### src/rtl/cobs_frame_encoder.sv
// -----------------------------------------------------------------------------
// cobs_frame_encoder
//
// Multi-level COBS frame encoder for the interleaved trace path. Each priority
// level owns an independent run buffer, run count and "frame open" flag, so a
// higher level can open, fill and close its own frame while a lower level's
// frame is still open. Frames can be prefixed with a little-endian timestamp
// captured from the timer input when the frame opens. Complete COBS runs
// (code byte + data bytes) and the closing run + 0x00 delimiter are emitted
// atomically, so out_level never changes inside a run.
//
// Ports:
//   clk_i      clock
//   reset_i    synchronous active-high reset
//   in_valid   input byte offered
//   in_ready   input byte accepted when in_valid && in_ready (IDLE only)
//   in_level   frame context of the input byte
//   in_data    payload byte
//   in_last    byte closes the frame of in_level
//   timer      free-running timestamp, captured when a frame opens
//   out_valid  encoded byte valid
//   out_ready  downstream accepts the byte
//   out_data   encoded byte
//   out_level  level owning out_data
//   out_last   high with the 0x00 frame delimiter
// -----------------------------------------------------------------------------
module cobs_frame_encoder #(
  parameter int NumLevels  = 4,
  parameter int MaxRun     = 7,
  parameter int TsBytes    = 4,
  parameter int TimerWidth = 32
) (
  input  logic                         clk_i,
  input  logic                         reset_i,
  input  logic                         in_valid,
  output logic                         in_ready,
  input  logic [$clog2(NumLevels)-1:0] in_level,
  input  logic [7:0]                   in_data,
  input  logic                         in_last,
  input  logic [TimerWidth-1:0]        timer,
  output logic                         out_valid,
  input  logic                         out_ready,
  output logic [7:0]                   out_data,
  output logic [$clog2(NumLevels)-1:0] out_level,
  output logic                         out_last
);

  localparam int LevelW = $clog2(NumLevels);
  localparam int CntW   = $clog2(MaxRun + 1);
  localparam int IdxW   = (MaxRun > 1) ? $clog2(MaxRun) : 1;
  localparam int TsW    = (TsBytes > 0) ? 8 * TsBytes : 8;
  localparam int TsCntW = $clog2(TsBytes + 2);

  typedef enum logic [2:0] {
    S_IDLE,
    S_TS,
    S_APPEND,
    S_CODE,
    S_DATA,
    S_DELIM
  } state_t;

  state_t state, state_d;
  // State to resume once the current flush (CODE/DATA) has drained.
  state_t ret_state, ret_d;

  // Pending input byte, held until it has been fully processed.
  logic [LevelW-1:0] pend_level;
  logic [7:0]        pend_data;
  logic              pend_last;
  // Set once the pending byte went through the append rule; a last byte whose
  // append caused a flush comes back to APPEND only for the final run.
  logic              byte_done;

  // Captured timestamp, shifted right one byte per TS cycle (LSB first).
  logic [TsW-1:0]    ts_shift;
  logic [TsCntW-1:0] ts_left;

  // Per-level frame contexts.
  logic [7:0]        run_buf [NumLevels][MaxRun];
  logic [CntW-1:0]   run_cnt [NumLevels];
  logic [NumLevels-1:0] in_frame;

  logic [7:0]        code_reg;
  logic [IdxW-1:0]   data_idx;

  // Control strobes from the next-state logic into the datapath.
  logic              accept_byte;
  logic              store_en;
  logic              flush_en;
  logic [7:0]        flush_code;
  logic              ts_step;
  logic              mark_done;
  logic              idx_inc;
  logic              cnt_clr;
  logic              frame_clr;

  logic              lvl_ok;
  logic              lvl_open;
  logic [CntW-1:0]   cur_cnt;
  logic [7:0]        app_byte;
  logic              rule_store;
  logic              rule_flush;
  logic [7:0]        rule_code;

  // Only the low TsW bits of the timer form the timestamp.
  logic              unused_timer_bits;
  assign unused_timer_bits = ^timer;

  assign lvl_ok  = int'(in_level) < NumLevels;
  assign cur_cnt = run_cnt[pend_level];

  always_comb begin
    lvl_open = 1'b0;
    for (int i = 0; i < NumLevels; i++) begin
      if (in_level == LevelW'(i)) lvl_open = in_frame[i];
    end
  end

  // Append rule for the byte currently being processed (timestamp or payload):
  // a zero closes the run with code count+1; a non-zero byte is stored and a
  // run reaching MaxRun bytes closes with code MaxRun+1 (no implied zero).
  always_comb begin
    app_byte   = (state == S_TS) ? ts_shift[7:0] : pend_data;
    rule_store = (app_byte != 8'h00);
    rule_flush = (app_byte == 8'h00) || (int'(cur_cnt) + 1 == MaxRun);
    rule_code  = (app_byte == 8'h00) ? 8'(cur_cnt) + 8'd1 : 8'(MaxRun + 1);
  end

  // NOTE: every signal written here gets a default first so no path through
  // the case statement can leave one unassigned and infer a latch.
  always_comb begin
    state_d     = state;
    ret_d       = ret_state;
    in_ready    = 1'b0;
    out_valid   = 1'b0;
    out_data    = 8'h00;
    out_last    = 1'b0;
    accept_byte = 1'b0;
    store_en    = 1'b0;
    flush_en    = 1'b0;
    flush_code  = 8'h00;
    ts_step     = 1'b0;
    mark_done   = 1'b0;
    idx_inc     = 1'b0;
    cnt_clr     = 1'b0;
    frame_clr   = 1'b0;

    case (state)
      S_IDLE: begin
        in_ready = !reset_i;
        if (in_valid && !reset_i && lvl_ok) begin
          accept_byte = 1'b1;
          state_d     = (!lvl_open && TsBytes > 0) ? S_TS : S_APPEND;
        end
      end

      S_TS: begin
        store_en = rule_store;
        ts_step  = 1'b1;
        if (rule_flush) begin
          flush_en   = 1'b1;
          flush_code = rule_code;
          ret_d      = (ts_left == TsCntW'(1)) ? S_APPEND : S_TS;
          state_d    = S_CODE;
        end else begin
          state_d    = (ts_left == TsCntW'(1)) ? S_APPEND : S_TS;
        end
      end

      S_APPEND: begin
        if (!byte_done) begin
          store_en  = rule_store;
          mark_done = 1'b1;
          if (rule_flush) begin
            flush_en   = 1'b1;
            flush_code = rule_code;
            ret_d      = pend_last ? S_APPEND : S_IDLE;
            state_d    = S_CODE;
          end else if (pend_last) begin
            // Byte is stored this cycle, so the final run holds count+1 bytes.
            flush_en   = 1'b1;
            flush_code = 8'(cur_cnt) + 8'd2;
            ret_d      = S_DELIM;
            state_d    = S_CODE;
          end else begin
            state_d    = S_IDLE;
          end
        end else begin
          flush_en   = 1'b1;
          flush_code = 8'(cur_cnt) + 8'd1;
          ret_d      = S_DELIM;
          state_d    = S_CODE;
        end
      end

      S_CODE: begin
        out_valid = 1'b1;
        out_data  = code_reg;
        if (out_ready) state_d = (cur_cnt == '0) ? ret_state : S_DATA;
      end

      S_DATA: begin
        out_valid = 1'b1;
        out_data  = run_buf[pend_level][data_idx];
        if (out_ready) begin
          if (int'(data_idx) + 1 == int'(cur_cnt)) begin
            cnt_clr = 1'b1;
            state_d = ret_state;
          end else begin
            idx_inc = 1'b1;
          end
        end
      end

      S_DELIM: begin
        out_valid = 1'b1;
        out_last  = 1'b1;
        if (out_ready) begin
          frame_clr = 1'b1;
          state_d   = S_IDLE;
        end
      end

      default: state_d = S_IDLE;
    endcase
  end

  assign out_level = out_valid ? pend_level : '0;

  // NOTE: state and datapath registers use non-blocking assignments so every
  // register samples the values from before this clock edge.
  always_ff @(posedge clk_i) begin
    if (reset_i) begin
      state      <= S_IDLE;
      ret_state  <= S_IDLE;
      pend_level <= '0;
      pend_data  <= 8'h00;
      pend_last  <= 1'b0;
      byte_done  <= 1'b0;
      ts_shift   <= '0;
      ts_left    <= '0;
      in_frame   <= '0;
      code_reg   <= 8'h00;
      data_idx   <= '0;
      for (int i = 0; i < NumLevels; i++) run_cnt[i] <= '0;
    end else begin
      state     <= state_d;
      ret_state <= ret_d;

      if (accept_byte) begin
        pend_level <= in_level;
        pend_data  <= in_data;
        pend_last  <= in_last;
        byte_done  <= 1'b0;
        ts_shift   <= TsW'(timer);
        ts_left    <= TsCntW'(TsBytes);
        for (int i = 0; i < NumLevels; i++) begin
          if (in_level == LevelW'(i)) in_frame[i] <= 1'b1;
        end
      end

      if (mark_done) byte_done <= 1'b1;

      if (ts_step) begin
        ts_shift <= ts_shift >> 8;
        ts_left  <= ts_left - TsCntW'(1);
      end

      if (store_en) run_cnt[pend_level] <= cur_cnt + CntW'(1);
      if (cnt_clr)  run_cnt[pend_level] <= '0;

      if (flush_en) begin
        code_reg <= flush_code;
        data_idx <= '0;
      end else if (idx_inc) begin
        data_idx <= data_idx + IdxW'(1);
      end

      if (frame_clr) in_frame[pend_level] <= 1'b0;
    end
  end

  // NOTE: the run buffers are not reset; a cleared count makes stale contents
  // unreachable, and leaving them out of reset keeps them plain storage.
  always_ff @(posedge clk_i) begin
    if (store_en) run_buf[pend_level][IdxW'(cur_cnt)] <= app_byte;
  end

endmodule

### config.mk
export PLATFORM = sky130hd
export DESIGN_NAME = cobs_frame_encoder
export DESIGN_NICKNAME = d
export VERILOG_FILES = /design/src/rtl/cobs_frame_encoder.sv
export SDC_FILE = /design/constraint.sdc
export NUM_CORES = 1
export LEC_CHECK = 0
export ABC_AREA = 1
export BUFFER_PORTS_ARGS = -buffer_cell sky130_fd_sc_hd__clkbuf_2
export CAP_MARGIN = 20
export CORE_MARGIN = 3
export CORE_UTILIZATION = 45
export DETAILED_ROUTE_END_ITERATION = 16
export GPL_ROUTABILITY_DRIVEN = 0
export PLACE_DENSITY = 0.64
export SKIP_LAST_GASP = 1
export SLEW_MARGIN = 10
export SYNTH_ARGS = -nofsm -noshare
export SYNTH_HDL_FRONTEND = slang
export SYNTH_SLANG_ARGS = --single-unit
### constraint.sdc
create_clock -name clk_i -period 4.5 [get_ports clk_i]
set_input_delay 0.9 -clock clk_i [delete_from_list [all_inputs] [get_ports clk_i]]
set_output_delay 0.9 -clock clk_i [all_outputs]
set_load 0.02 [all_outputs]
==> results of run 1 <==
==> logic make-up after synthesis <==
kind of cell	synth area share
AO/OA/AOI/OAI	0.1300
XOR/XNOR	0.001375
adder cells (fa/ha/maj)	0.009821
buffers and inverters	0.04321
flip-flops	0.6600
AND/OR/NAND/NOR	0.1556
==> cell type report <==
| class | count | area, um2 |
|---|---|---|
| clock buffer | 32 | 789.5 |
| timing repair buffer | 77 | 470.5 |
| tap | 372 | 465.4 |
| clock inverter | 26 | 362.8 |
| sequential | 302 | 8413 |
| multi-input combinational | 789 | 3781 |
| fill | 2421 | 12840 |
| inverter | 73 | 275.3 |
==> path summary, 6_finish.rpt <==
path / start / to / slack (ns) / cells after the start
worst max-delay path: flop / out_data[2] / 0.77 / 11
worst min-delay path: pend_data[7] / pend_data[7] / 0.47 / 2
worst min register to register: pend_data[7] / pend_data[7] / 0.47 / 2
worst max register to register: flop / run_buf[0][38] / 1.37 / 8
==> through the flow <==
step / total power [mW] / setup WS [ns] / hold slack [ns]
after global routing: 8.293 / 0.5941 / 0.4956
after floorplan: 4.574 / 1.932 / 0.4297
after global placement: 5.111 / 1.429 / 0.4576
final: 7.942 / 0.7660 / 0.4669
after CTS: 7.954 / 0.8129 / 0.4715
after detailed placement: 5.128 / 1.363 / 0.4618
==> critical path, stage by stage, from the launching register on <==
cell and delay [ns]:
sky130_fd_sc_hd__dfxtp_4 0.65, sky130_fd_sc_hd__inv_2 0.11, sky130_fd_sc_hd__buf_4 0.30, sky130_fd_sc_hd__o21ai_0 0.22, sky130_fd_sc_hd__o22ai_1 0.09, sky130_fd_sc_hd__nand2_1 0.10, sky130_fd_sc_hd__nand2_1 0.05, sky130_fd_sc_hd__a21oi_1 0.12
sky130_fd_sc_hd__nand2_1 0.11, sky130_fd_sc_hd__nand3_1 0.13, sky130_fd_sc_hd__nand2_1 0.13, sky130_fd_sc_hd__clkbuf_2 0.19
==> routing by layer <==
layer / vias up / wire (um) / GRT usage
met1: 4399 / 13730 / 0.2799
li1: 4420 / - / -
met3: 60 / 1570 / 0.02425
met4: 0 / 843 / 0.06367
met2: 282 / 15180 / 0.3402
met5: - / 0 / 0
==> power by group through the flow <==
stage	Clock, mW	Combinational, mW	Sequential [mW]
floorplan	0	1.04	3.53
global route	2.99	1.76	3.54
CTS	2.88	1.56	3.52
finish	2.85	1.57	3.52
detailed placement	0	1.55	3.58
global placement	0	1.53	3.58
==> cell usage in the layout (no fill, tap or decap), types with 8 or more instances in the layout <==
cell type,count
sky130_fd_sc_hd__edfxtp_1,236
sky130_fd_sc_hd__nand3_1,60
sky130_fd_sc_hd__a21oi_1,29
sky130_fd_sc_hd__clkbuf_2,59
sky130_fd_sc_hd__inv_1,63
sky130_fd_sc_hd__ha_1,10
sky130_fd_sc_hd__o221ai_1,20
sky130_fd_sc_hd__nand2_1,193
sky130_fd_sc_hd__clkbuf_16,31
sky130_fd_sc_hd__o211ai_1,10
sky130_fd_sc_hd__nor2_1,206
sky130_fd_sc_hd__nand3b_1,8
sky130_fd_sc_hd__buf_4,14
sky130_fd_sc_hd__o21ai_0,165
sky130_fd_sc_hd__dfxtp_1,64
sky130_fd_sc_hd__a31oi_1,28
sky130_fd_sc_hd__o22ai_1,32
==> reports/summary.md, run 1 <==
The flow ran to the end, and the final reports show no timing, DRC or antenna violations. The switching portion of total power came out at 0.3040. Total clock sinks: 302.

Sorting the synthesized cells by how often they occur yields 236 x sky130_fd_sc_hd__edfxtp_1, 206 x sky130_fd_sc_hd__nor2_1, 193 x sky130_fd_sc_hd__nand2_1. The flip-flop count of the largest register after layout works out to 224. For the peak clock frequency supported by timing, the log shows 0.2678 GHz. Prevailing post-synth register cell: sky130_fd_sc_hd__edfxtp_1. Summed over all nets, the half-perimeter wirelength after detailed placement is 18980 um. The ratio of total power to cell area is 545.6 mW/mm2, and the latest clock arrival within the worst-skew pair is 0.59 ns.

Counting flops per register, the top entry is run_buf. The I/O pin total is 60. The synthesized design contains 236 enable-type register cells. The final layout contains 1331 nets. The max-cap check violation count was 0; the area growth from synthesis to layout was 14.27%. The die is 174.3 um tall. The worst path arrival time is 2.83 ns, and the maximum buffer depth of the clock tree is 3.

Portion of total power attributed to sequential cells: 0.443. For the detailed router's first-iteration violation count, the log shows 857. For the leakage power, the log shows 5.378 nW. The tools report the row count as 60. For the pin with the worst max-slew slack, the measured transition is 1.071 ns. Clock tree root buffer cell: sky130_fd_sc_hd__clkbuf_16.

The die is 174.3 um wide. Synthesized netlist net count: 1289. Cell area after synthesis: 0.01274 mm2.

The maximum level of the CTS H-tree was 1; the final core area utilization was 0.5313. The clock skew came out at 0.03615 ns. The logs give 1671 for the count of placed standard cells in the final layout, fillers left out and 31320 um for the sum of routed wire length over all layers. Synthesis inferred 302 register bits. Largest area contributor in the netlist: sky130_fd_sc_hd__edfxtp_1. The fraction of layout cells with a size suffix above 1 works out to 0.1155. In the final layout, the registers with the most flip-flops are run_buf (224), ts_shift (32), run_cnt (12). The tools report the initial standard-cell utilization of the core as 0.4649.

Critical setup path kind: reg2out. For this run the aggregate overflow at the end of global routing stands at 0. Counting I/O delays and the setup requirement, the final critical path takes 3.734 ns.

The global-route usage over all layers is 0.2037, and the number of nets with antenna violations after routing is 0. Once the clock tree was built, the resizer swapped 0 gates to a different size. For the initial antenna violation count, the log shows 0.

The yosys synthesis warning count is 0. The number of pins exceeding their max-slew limit in the final report came out at 0. The run gives 0.02740 mm2 as the total core area. The first detailed-routing pass ran for 5 iterations. Clock tree synthesis inserted a total of 31 buffers. Proportion of power drawn by combinational gates: 0.198. The logs give 0.01338 mm2 for the cell area after placement and 3.60 ns for the data required time at the worst endpoint.

The hold violation total from the final report was 0. The post-synthesis cell type count is 35. Sorting the synthesized cells by area gives the leading types as sky130_fd_sc_hd__edfxtp_1 56%, sky130_fd_sc_hd__dfxtp_1 10%, sky130_fd_sc_hd__o21ai_0 6.5%. TritonCTS built the clock tree. The wire length per cell is 18.74 um, and the number of placed instances, taps included is 1611. The via total after detailed routing is 9161, and the count of buffers inserted at the top-level ports is 59. The tools report the via count of the first global-routing pass as 8975.

The part of the cycle the worst path needs was 0.8298. After clock tree synthesis, the clock-pin slew on the worst setup and hold paths is 0.06 ns. The die covers 0.03036 mm2.

The relative slew slack came out at 0.2854. After detailed routing, the number of remaining DRC violations is 0. A synthesized cell averages 10.34 um2. The register area share after synthesis came out at 0.6600.

The endpoint class of the critical path was an output pin. Setup repair after global routing left no endpoint under its margin. The min-delay analysis places its worst path in the category reg2reg. Once the clock tree was built, the setup fixing pass inserted 0 buffers. The share of flip-flops with an asynchronous set or reset after synthesis is 0. The net switching component of the power came out at 2.415 mW. The critical path startpoint category is a flop. Using the TritonRoute via totals, the vias-per-cell ratio works out to 5.482. Setup violations remaining at the end of the flow were counted as 0. The logs give 0 for the number of antenna repair diodes and 74 for the maximum number of pins on one net before global-route repair. The clock share of power came out at 0.359. The top-area cell type share of the netlist area is 0.5563, and the top fanout value on the critical path is 52. In the final timing run, aggregate negative setup slack is 0 ns. The finished cells cover 0.01456 mm2. The first global-routing pass estimated 49140 um of wire.

The hold buffer count at cts was 0. By instance count, the leading cell after synthesis is sky130_fd_sc_hd__edfxtp_1. IR analysis of the VDD net gives a maximum drop of 0.5357 mV. Synthesis produced a netlist whose cell count is 1232.

The internal power of the cells totals 5.527 mW.
Note: power is estimated with default switching activity, not from simulation.
==> run 2: changes to the inputs <==
--- a/config.mk
+++ b/config.mk
@@ -12,7 +12,7 @@
 export CORE_UTILIZATION = 45
 export DETAILED_ROUTE_END_ITERATION = 16
 export GPL_ROUTABILITY_DRIVEN = 0
-export PLACE_DENSITY = 0.64
+export PLACE_DENSITY = 0.67
 export SKIP_LAST_GASP = 1
 export SLEW_MARGIN = 10
 export SYNTH_ARGS = -nofsm -noshare
==> constraint.sdc (replaced) <==
create_clock -name clk_i -period 3.1 [get_ports clk_i]
set_input_delay 0.62 -clock clk_i [delete_from_list [all_inputs] [get_ports clk_i]]
set_output_delay 0.62 -clock clk_i [all_outputs]
set_load 0.02 [all_outputs]
==> reports/summary.md, run 2 (synthesis gave the netlist of run 1 again) <==
Setup repair after global routing could not meet its margin everywhere. Register ranked first by flip-flop count: run_buf. Traced cell by cell, the critical path runs through inv_6 -> buf_4 -> o21ai_1 -> o22ai_2 -> o211ai_1 -> nand2_1 -> nand3_1 -> nand2_1 -> clkbuf_2.

The global-route track usage on met2 is 0.3413, and the flip-flop count of the largest register after layout is 224. Largest voltage drop on the vdd net: 0.5065 mV. Detailed routing inserted a total of 9500 vias. The tools report the relative slew slack as 0.5742. Wires add up to 32290 um. Global routing finished with a remaining overflow of 0. Summed over all cells, the static leakage comes to 5.649 nW.

Row generation in the floorplan step produced 60 rows. Setup violations remaining at the end of the flow were counted as 0. The number of fillers in the final layout is 2354, and the clock-pin transition on the worst setup and hold timing paths is 0.06 ns. The library cell used most frequently in the layout, excluding fill and tap cells, is sky130_fd_sc_hd__edfxtp_1.

The run gives 1 as the maximum level of the CTS H-tree. The largest incremental delay on the critical path is 0.41 ns. Once routing completed, OpenROAD measured the worst setup slack at 0.05660 ns. The hold violation total from the final report was 0. In the layout the commonest cells are 236 x sky130_fd_sc_hd__edfxtp_1, 205 x sky130_fd_sc_hd__nor2_1, 193 x sky130_fd_sc_hd__nand2_1. The tools report the total clock sinks as 302. For the number of pins exceeding their max-slew limit in the final report, the log shows 0.

The kind of cell adding the most delay to the critical path was compound AO/OA/AOI/OAI gates. The tools report the initial antenna violation count as 0. In the final layout, the registers with the most flip-flops are run_buf (224), ts_shift (32), run_cnt (12). For this design the ratio of total power to cell area is 745.4 mW/mm2. Before CTS, the worst setup slack after placement is 0.3986 ns.

The first global-routing pass estimated 49780 um of wire. Transition time at the pin with the least slew margin: 0.6380 ns. The longest clock path from root to sink contains 3 buffers.

The tree is rooted in a sky130_fd_sc_hd__clkbuf_16. Count of buffers inserted at the top-level ports: 59. The endpoint class of the critical path is an output pin.

Hold timing on the final database bottoms out at a slack of 0.3050 ns. The run gives 1384 as the final net count. The worst setup path is launched from a flop.

The shortest period the worst path allows is 3.043 ns, and the clock skew is 0.02173 ns. The cell area after placement was 0.01372 mm2. The number of antenna diodes in the final layout is 0.

The count of buffer and inverter cells on the critical path was 3. Global-route usage over all layers: 0.2055. The number of buffers inserted during clock tree synthesis came out at 31. The total area inside the core boundary comes to 0.02740 mm2. The area growth from synthesis to layout is 17.30%.

The wire length per cell is 18.74 um, and the post-route setup TNS is 0 ns. The tools report the final core area utilization as 0.5453. The latest clock arrival within the worst-skew pair was 0.57 ns; the fraction of layout cells with a size suffix above 1 was 0.1458. The part of the cycle the worst path needs came out at 0.9817. In this run the worst path has a maximum fanout of 14. The die is 174.3 um wide. The initial standard-cell utilization of the core is 0.4649. Once detail routing completed, the nets flagged for antenna violations numbered 0. The slowest stage of the critical path is the sky130_fd_sc_hd__dfxtp_4 cell.

Once layout is done, the placed cells without fillers occupy 0.01494 mm2. For the met3 global-route usage, the log shows 0.02709. Derived from the worst setup path, the maximum achievable clock frequency is 0.3286 GHz. The most used cell along the critical path is sky130_fd_sc_hd__nand2_1. For the via count of the first global-routing pass, the log shows 9096. For the detailed-router iteration count before antenna repair, the log shows 6. After detailed routing, the number of vias per cell comes to 5.514.

Data on the critical path arrives at its endpoint at 2.42 ns. Layer with the highest usage: met2. In this run, the number of DRC markers left after iteration 0 of detailed routing was 1170.

The die is 174.3 um tall. The tools report the total DRC errors in the routed layout as 0. The min-delay analysis places its worst path in the category in2reg. Max-cap violations in this run came to 0.

The maximum number of pins on one net before global-route repair was 73; the data required time at the worst endpoint was 2.48 ns. The flow ran to the end, and the final reports show no timing, DRC or antenna violations. TritonCTS built the clock tree. The critical path is of the reg2out type. The floorplan step defined a die boundary enclosing 0.03036 mm2.

The met1 capacity usage during global routing was 0.2901. The HPWL after detailed placement is 19530 um. 60 I/O pins were placed.
[run 2: changes by cell type in the layout (fill, tap and decap cells not counted), sizes merged, moves of 4 or more]
cell      before  now
clkinv        12   18
bufinv         7    3
clkbuf        91   99
buf           18   67
inv           73   69
clkinvlp       7    3
[run 2: worst paths after layout]
kind           startpoint              to  slack (ns)  cells past startpoint
max                  flop     out_data[2]        0.06                      9
min reg2reg  pend_data[7]    pend_data[7]        0.46                      2
min             timer[28]    ts_shift[28]        0.31                      3
max reg2reg      state[2]  run_buf[0][46]        0.41                     12
[run 2: final cells by class]
cell class                 count  area, um2  area share
sequential                   302       8417      0.5633
inverter                      73      284.0     0.01901
tap                          372      465.4     0.03115
clock buffer                  37      798.3     0.05342
multi-input combinational    789       3819      0.2555
timing repair buffer         130      974.7     0.06523
clock inverter                20      185.2     0.01239
[run 2: power by group]
part | switching, mW | internal [mW]
clock | 1.52 | 2.08
combinational | 1.74 | 0.718
sequential | 0.114 | 4.97
total | 3.37 | 7.77
[run 2: layer usage]
layer,vias to the layer above,share of wire
met3,50,0.069
met4,0,0.023
li1,4531,-
met5,-,0
met2,372,0.48
met1,4547,0.43
[run 2: per-stage QoR]
stage,total power [mW],instances
floorplan,6.640,1232
global placement,7.434,1655
detailed placement,7.478,1655
CTS,11.08,1713
global route,11.69,1723
finish,11.14,1723
[run 2: repair_timing]
action,CTS,global route
gates resized for setup,6,17
pin swaps,0,6
hold buffers,0,0
gates cloned,1,3
setup endpoints to repair,8,8
buffers inserted,0,7
endpoints found under the hold margin,0,0
[run 2: worst min-delay path: stages]
cell,delay (ns)
sky130_fd_sc_hd__clkbuf_2,0.08
sky130_fd_sc_hd__nand2_1,0.05
sky130_fd_sc_hd__a21oi_1,0.06
